`src/rtl/mem_arb_pkg.sv`:
```
// mem_arb_pkg: shared types and constants for the unified memory port arbiter
package mem_arb_pkg;
  localparam int XLEN = 64;
  localparam int DW_BYTES = XLEN / 8;
  typedef enum logic [1:0] {IDLE, ISSUE, WAIT, RESP} arb_state_t;
  typedef enum logic {OWN_I, OWN_D} owner_t;
  typedef struct packed {
    logic [XLEN-1:0]     addr;
    logic                we;
    logic [DW_BYTES-1:0] wstrb;
    logic [XLEN-1:0]     wdata;
  } mem_req_t;
endpackage

```
`src/rtl/arb_pick.sv`:
```
// arb_pick: data-priority grant with a saturating fetch-starvation counter
module arb_pick #(
  parameter int STARVE_LIMIT = 4
) (
  input  logic clk,
  input  logic rst,
  input  logic i_valid,
  input  logic d_valid,
  input  logic grant_fire,
  output logic grant_i,
  output logic grant_d
);
  localparam int CW = $clog2(STARVE_LIMIT + 1);
  logic [CW-1:0] starve_cnt;
  logic starved;
  assign starved = starve_cnt == CW'(STARVE_LIMIT);
  assign grant_i = grant_fire & i_valid & (~d_valid | starved);
  assign grant_d = grant_fire & d_valid & ~grant_i;
  always_ff @(posedge clk or negedge rst)
    if (!rst) starve_cnt <= '0;
    else if (grant_i) starve_cnt <= '0;
    else if (grant_d && i_valid && !starved) starve_cnt <= starve_cnt + 1'b1;
endmodule

```
`src/rtl/mem_port_arbiter.sv`:
```
// mem_port_arbiter: shares one memory port between fetch and data requesters
module mem_port_arbiter #(
  parameter int XLEN = 64,
  parameter int STARVE_LIMIT = 4
) (
  input  logic            clk,
  input  logic            rst,
  input  logic            i_req_valid,
  output logic            i_req_ready,
  input  logic [XLEN-1:0] i_addr,
  output logic            i_rsp_valid,
  output logic [31:0]     i_rdata,
  input  logic            d_req_valid,
  output logic            d_req_ready,
  input  logic [XLEN-1:0] d_addr,
  input  logic            d_we,
  input  logic [7:0]      d_wstrb,
  input  logic [XLEN-1:0] d_wdata,
  output logic            d_rsp_valid,
  output logic [XLEN-1:0] d_rdata,
  output logic            m_req_valid,
  input  logic            m_req_ready,
  output logic [XLEN-1:0] m_addr,
  output logic            m_we,
  output logic [7:0]      m_wstrb,
  output logic [XLEN-1:0] m_wdata,
  input  logic            m_rsp_valid,
  input  logic [XLEN-1:0] m_rdata,
  output logic            busy
);
  import mem_arb_pkg::*;
  arb_state_t state, state_n;
  owner_t owner;
  mem_req_t req_q;
  logic [XLEN-1:0] rdata_q;
  logic grant_i, grant_d;
  arb_pick #(.STARVE_LIMIT(STARVE_LIMIT)) u_pick (
    .clk(clk),
    .rst(rst),
    .i_valid(i_req_valid),
    .d_valid(d_req_valid),
    .grant_fire(state == IDLE),
    .grant_i(grant_i),
    .grant_d(grant_d)
  );
  always_comb begin
    state_n = state;
    state_n = (state == IDLE && (grant_i || grant_d)) ? ISSUE :
              (state == ISSUE && m_req_ready) ? WAIT :
              (state == WAIT && m_rsp_valid) ? RESP :
              (state == RESP) ? IDLE : state;
  end
  always_ff @(posedge clk or negedge rst)
    if (!rst) begin
      state   <= IDLE;
      busy    <= 1'b0;
      owner   <= OWN_I;
      req_q   <= '0;
      rdata_q <= '0;
    end else begin
      state <= state_n;
      busy  <= state_n != IDLE;
      if (grant_i || grant_d) begin
        owner <= grant_i ? OWN_I : OWN_D;
        req_q <= grant_i ? mem_req_t'{addr: i_addr, we: 1'b0, wstrb: '0, wdata: '0}
                         : mem_req_t'{addr: d_addr, we: d_we, wstrb: d_wstrb, wdata: d_wdata};
      end
      if (state == WAIT && m_rsp_valid) rdata_q <= m_rdata;
    end
  assign i_req_ready = grant_i;
  assign d_req_ready = grant_d;
  assign m_req_valid = state == ISSUE;
  assign m_addr      = {req_q.addr[XLEN-1:3], 3'b000};
  assign m_we        = req_q.we;
  assign m_wstrb     = req_q.wstrb;
  assign m_wdata     = req_q.wdata;
  assign i_rsp_valid = state == RESP && owner == OWN_I;
  assign d_rsp_valid = state == RESP && owner == OWN_D;
  assign i_rdata     = req_q.addr[2] ? rdata_q[63:32] : rdata_q[31:0];
  assign d_rdata     = rdata_q;
endmodule

```
`config.mk`:
```
export PLATFORM = sky130hd
export DESIGN_NAME = mem_port_arbiter
export DESIGN_NICKNAME = d
export VERILOG_FILES = /design/src/rtl/mem_arb_pkg.sv /design/src/rtl/arb_pick.sv /design/src/rtl/mem_port_arbiter.sv
export SDC_FILE = /design/constraint.sdc
export NUM_CORES = 1
export LEC_CHECK = 0
export CAP_MARGIN = 20
export CORE_AREA = 2 2 197 199
export DETAILED_ROUTE_END_ITERATION = 6
export DIE_AREA = 0 0 199 201
export GPL_ROUTABILITY_DRIVEN = 1
export REMOVE_ABC_BUFFERS = 1
export SLEW_MARGIN = 20
export SYNTH_ARGS = -nofsm -noshare
export SYNTH_HDL_FRONTEND = slang
export SYNTH_SLANG_ARGS = --single-unit
```
`constraint.sdc`:
```
create_clock -name clk -period 2.35 [get_ports clk]
set_clock_uncertainty 0.05 [all_clocks]
set_input_delay 0.235 -clock clk [delete_from_list [all_inputs] [get_ports clk]]
set_output_delay 0.235 -clock clk [all_outputs]
set_load 0.02 [all_outputs]
```
==> impl_metrics.tcl, run 1 <==
set metrics [dict create \
    dp_cells 1578 \
    max-vdd-ir-drop_v 0.000709 \
    antenna_found_initial 5 \
    drc 0 \
    fmax_mhz 448 \
    critPathCaptureType "primary output" \
    timing.final.ws_setup_ns 0.120 \
    synth_area_leaders "dfrtp_1, mux2_2, buf_4" \
    initial_core_util_pct 24.7 \
    cts_tree "done" \
    pre_cts_slack_ns 0.0114 \
    synth_warnings 0 \
    cp_max_fo 7 \
    numCtsBuffers 25 \
    drt-total-wl_um 31300 \
    relSlewSlack_pct 65.7 \
    rows 72 \
    fin_crit_sh_pct 94.9 \
    rsz0062_at_grt "no" \
    critPathLaunchType "flop" \
    post_drt_via_cell_ratio 4.41 \
    clock_sinks 206 \
    powerDensity_nw_per_um2 1480 \
    final_common_cell "clkdlybuf4s50_1" \
    synth_ff_type "dfrtp_1" \
    path_clk_slew_ns 0.06 \
    ios 510 \
    critical_path_class "reg -> out" \
    gp_congestion 0.800 \
    finalMaxSlewViolations 0 \
    yosysTopAreaCell "dfrtp_1" \
    syn_inst 721 \
    synth_compound_area_share_pct 14.0 \
    drtIter0Drc 211 \
    synth_top_cell_area_share_pct 54.7 \
    setup_viol 0 \
    yosys.area_share.simple_pct 5.71 \
    cts-root-buf "clkbuf_16" \
    dpl_cell_area_um2 14300 \
    worst_slew_pin_slew_ns 0.514 \
    cp_cell_sequence "nor2_2 > and3_4 > buf_12" \
    antenna_left 0 \
    chipWidth_um 199 \
    synth_top_family_by_area "compound AO/OA/AOI/OAI gates" \
    critical-path-top-delay-family "simple AND/OR/NAND/NOR gates" \
    fin_hold_ws_ns 0.232 \
    synthArstFlopShare_pct 100 \
    leakage_uw 0.00624 \
    layout_common_cells "clkdlybuf4s50_1, dfrtp_1, mux2_2, a22o_1" \
    die_area_um2 40000 \
    synth_xor_area_share_pct 0 \
    status "complete, no violations" \
    antenna_cells 0 \
    fin_area_um2 15100 \
    die_h_um 201 \
    ys_ff_latch 206 \
    fillers 3706 \
    hpwlAfterDp_um 22400 \
    synthMuxAreaShare_pct 11.6 \
    slowest_stage "dfrtp_1" \
    yosysUniqueCellTypes 26 \
    required_ns 2.07 \
    drive_above_1_share_pct 15.9 \
    htreeDepth 1 \
    clock_latency_ns 0.53 \
    max-cap-violations 0 \
    overflow 0 \
    drt_first_pass_iters 4 \
    period_needed_ns 2.23 \
    final-instance-count-excl-fill 1629 \
    vias 7184 \
    ys_seq_area_share_pct 54.7 \
    area_delta_synth_final_pct 60.3 \
    synth-edff-count 0 \
    fin_tns_setup_ns 0 \
    track_usage_pct 14.8 \
    wl_per_cell_um 19.2 \
    synth.avg_cell_area_um2 13.1 \
    slowest_delay_ns 0.44 \
    final-hold-violation-count 0 \
    io_buffers 502 \
    syn_area_um2 9420 \
    cts_buffer_depth 3 \
    grt_pass1_wl_um 46100 \
    synth_adder_area_share_pct 0.266 \
    grt_max_degree 93 \
    cp.arrival_ns 1.94 \
    hp-class "in -> async" \
    grt_pass1_vias 7622 \
    fin_nets 1365 \
    cp.buffers_inverters 1 \
    core-area_um2 38100 \
]
## logic make-up after synthesis
logic type | after synthesis
buffers and inverters | 196
adders and majority gates | 2
and+or+nand+nor | 75
muxes | 97
AOI/OAI and AO/OA | 144
DFF | 206
other | 1
## per-stage QoR
stage / total power (uW) / util [%]
floorplan: 11700 / -
global placement: 18700 / 37.4
detailed placement: 18800 / 37.4
CTS: 22600 / 39.5
global route: 23500 / 39.6
finish: 22400 / 39.6
## path summary, 6_finish.rpt
kind	from	depth (start not counted)	to	slack [ns]
max	state[1]$_DFF_PN0_	3	d_req_ready	0.12
min	rst	2	d_rdata[30]$_DFFE_PN0P_	0.23
max reg2reg	state[1]$_DFF_PN0_	6	m_wdata[28]$_DFFE_PN0N_	0.32
min reg2reg	m_wdata[49]$_DFFE_PN0N_	1	m_wdata[49]$_DFFE_PN0N_	0.45
max in group asynchronous	rst	3	m_wdata[29]$_DFFE_PN0N_	1.29
min in group clk	d_wdata[56]	2	m_wdata[56]$_DFFE_PN0N_	0.25
## synthesized netlist by cell type (all sizes together), types with 2 or more instances
library cell	count
ha	2
a21o	2
nor2b	3
dfrtp	206
buf	159
clkbuf	33
a221o	62
nor3b	62
inv	4
and3	2
nor2	3
mux2	97
o21ai	3
a22o	74
## report_power, final
group / switching (uW) / internal, uW / leakage [uW]
Clock: 1530 / 2450 / 0.000419
Combinational: 5760 / 6040 / 0.00326
Sequential: 1240 / 5350 / 0.00256
Total: 8530 / 13800 / 0.00624
## state kept, by name (all words and copies together), names as in the netlist
signal and cells:
u_pick.starve_cnt 3, m_we 1, m_addr 61, req_q 1
m_wstrb 8, owner 1, busy 1, d_rdata 64
m_wdata 64, state 2
## layout make-up
cell class	count	area, um2	share of cell area, %
repair buffers	533	5400	35.8
flip-flops and latches	206	5150	34.1
multi-input cells	322	3030	20.1
clock buffers	37	721	4.77
well taps	518	648	4.29
clock inverters	9	128	0.845
inverters	4	15.0	0.0994
## routing by layer
layer / wire length (um) / global-route usage (%) / share of wire, %
met5: 12 / 0 / 0.038
met4: 581 / 3.76 / 1.9
met3: 2690 / 4.44 / 8.6
met2: 14900 / 25.1 / 48
met1: 13100 / 18.3 / 42
## worst register-to-register path, stage by stage (launching register included)
cell and delay [ns]:
dfrtp_1 0.44, nor2_2 0.44, and3_4 0.39, buf_4 0.20
buf_12 0.17, buf_12 0.15, a22o_1 0.13
## what timing repair did
action,in CTS,in global routing
pin swaps,0,1
buffers inserted,0,3
endpoints found under the hold margin,51,0
resized for setup,34,3
gates cloned,0,1
endpoints found under the setup margin,33,2
hold buffers,1,0
No activity file was read; power rests on OpenSTA's default activity.
==> run 2, diff against run 1 <==
==> constraint.sdc (replaced) <==
create_clock -name clk -period 2 [get_ports clk]
set_clock_uncertainty 0.05 [all_clocks]
set_input_delay 0.2 -clock clk [delete_from_list [all_inputs] [get_ports clk]]
set_output_delay 0.2 -clock clk [all_outputs]
set_load 0.02 [all_outputs]
==> impl_metrics.tcl, run 2 (synthesis results as in run 1) <==
set metrics [dict create \
    io_buffers 502 \
    wl_per_cell_um 19.1 \
    numCtsBuffers 24 \
    finalMaxSlewViolations 0 \
    clock_sinks 206 \
    drt-total-wl_um 31300 \
    htreeDepth 1 \
    layout_common_cells "clkdlybuf4s50_1, dfrtp_1, mux2_2, a22o_1" \
    critical_path_class "reg -> out" \
    drtIter0Drc 220 \
    rows 72 \
    die_h_um 201 \
    rsz0062_at_grt "no" \
    drt_first_pass_iters 4 \
    overflow 0 \
    critPathCaptureType "primary output" \
    slowest_stage "dfrtp_2" \
    leakage_uw 0.00621 \
    max-cap-violations 0 \
    required_ns 1.75 \
    cp_max_fo 12 \
    core-area_um2 38100 \
    status "complete, no violations" \
    clock_latency_ns 0.51 \
    antenna_cells 0 \
    met1_usage_pct 18.5 \
    dpl_cell_area_um2 14300 \
    initial_core_util_pct 24.7 \
    vias 7261 \
    path_clk_slew_ns 0.06 \
    cts_buffer_depth 3 \
    reg2reg_slack_ns 0.16 \
    antenna_left 0 \
    post_drt_via_cell_ratio 4.44 \
    fmax_mhz 514 \
    hpwlAfterDp_um 22900 \
    area_delta_synth_final_pct 59.2 \
    drive_above_1_share_pct 19.4 \
    grt_pass1_wl_um 46900 \
    max-vdd-ir-drop_v 0.000798 \
    slowest_delay_ns 0.43 \
    grt_max_degree 84 \
    die_area_um2 40000 \
    drc 0 \
    final-hold-violation-count 0 \
    cts_tree "done" \
    grt_pass1_vias 7814 \
    cp.arrival_ns 1.70 \
    met2_usage_pct 25.7 \
    cp_cell_sequence "buf_12 > buf_16 > mux2_2 > buf_2" \
    grt-busiest-layer "met2" \
    relSlewSlack_pct 53.5 \
    ios 510 \
    setup_viol 0 \
    fin_tns_setup_ns 0 \
    final_core_util_pct 39.4 \
    powerDensity_nw_per_um2 1720 \
    chipWidth_um 199 \
    hp-class "in -> reg" \
    gp_congestion 0.770 \
    met3_usage_pct 4.42 \
    track_usage_pct 15.0 \
    cts-root-buf "clkbuf_16" \
    critPathLaunchType "flop" \
    fin_crit_sh_pct 97.3 \
    fin_area_um2 15000 \
    antenna_found_initial 2 \
    p_total_uw 25800 \
    final_common_cell "clkdlybuf4s50_1" \
    period_needed_ns 1.95 \
    fin_nets 1376 \
    worst_slew_pin_slew_ns 0.697 \
]
[run 2: report_power, final]
group / total, uW / switching, uW / internal (uW)
Combinational: 13900 / 6830 / 7100
Clock: 4110 / 1680 / 2440
Sequential: 7740 / 1450 / 6280
[run 2: final cells by class]
class	count	area, um2
fillers	3720	23100
multi-input cells	321	3050
clock buffers	40	722
clock inverters	2	10.0
inverters	4	15.0
repair buffers	546	5400
flip-flops and latches	206	5160
well taps	518	648
[run 2: path summary, 6_finish.rpt]
check | start | end | cells past startpoint
max in group asynchronous | rst | m_addr[21]$_DFFE_PN0N_ | 3
worst max-delay path | req_q[75]$_DFFE_PN0N_ | i_rdata[10] | 4
min in group asynchronous | rst | d_rdata[30]$_DFFE_PN0P_ | 2
worst min register to register | m_wdata[55]$_DFFE_PN0N_ | m_wdata[55]$_DFFE_PN0N_ | 1
worst max register to register | u_pick.starve_cnt[0]$_DFFE_PN0P_ | req_q[75]$_DFFE_PN0N_ | 7
worst min-delay path | d_wdata[8] | m_wdata[8]$_DFFE_PN0N_ | 2
[run 2: stage by stage]
stage / worst slack (ns) / hold WS (ns) / std cells
after floorplan: -6.92 / -0.146 / 531
after global placement: -0.263 / 0.193 / 1588
after detailed placement: -0.222 / 0.196 / 1588
after CTS: -0.0873 / 0.202 / 1637
after global routing: 0.00235 / 0.213 / 1637
final: 0.0543 / 0.231 / 1637
[run 2: layer usage]
| layer | vias up | wire, um | part of all wire [%] |
|---|---|---|---|
| met5 | - | 13 | 0.041 |
| met4 | 2 | 508 | 1.6 |
| met3 | 36 | 2950 | 9.4 |
| met2 | 345 | 15100 | 48 |
| met1 | 3591 | 12700 | 41 |
| li1 | 3287 | - | - |
[run 2: worst max-delay path: cells and delay by family (launching register included)]
family	cells	cell delay, ns
multiplexers	1	0.33
buffers and inverters	3	0.43
flip-flops	1	0.43
[run 2: what timing repair did]
action / CTS / global route
buffers inserted: 5 / 2
setup endpoints to repair: 37 / 17
pin swaps: 2 / 3
hold buffers: 1 / 0
hold endpoints to repair: 46 / 0
gates resized for setup: 136 / 14
cloned: 1 / 0
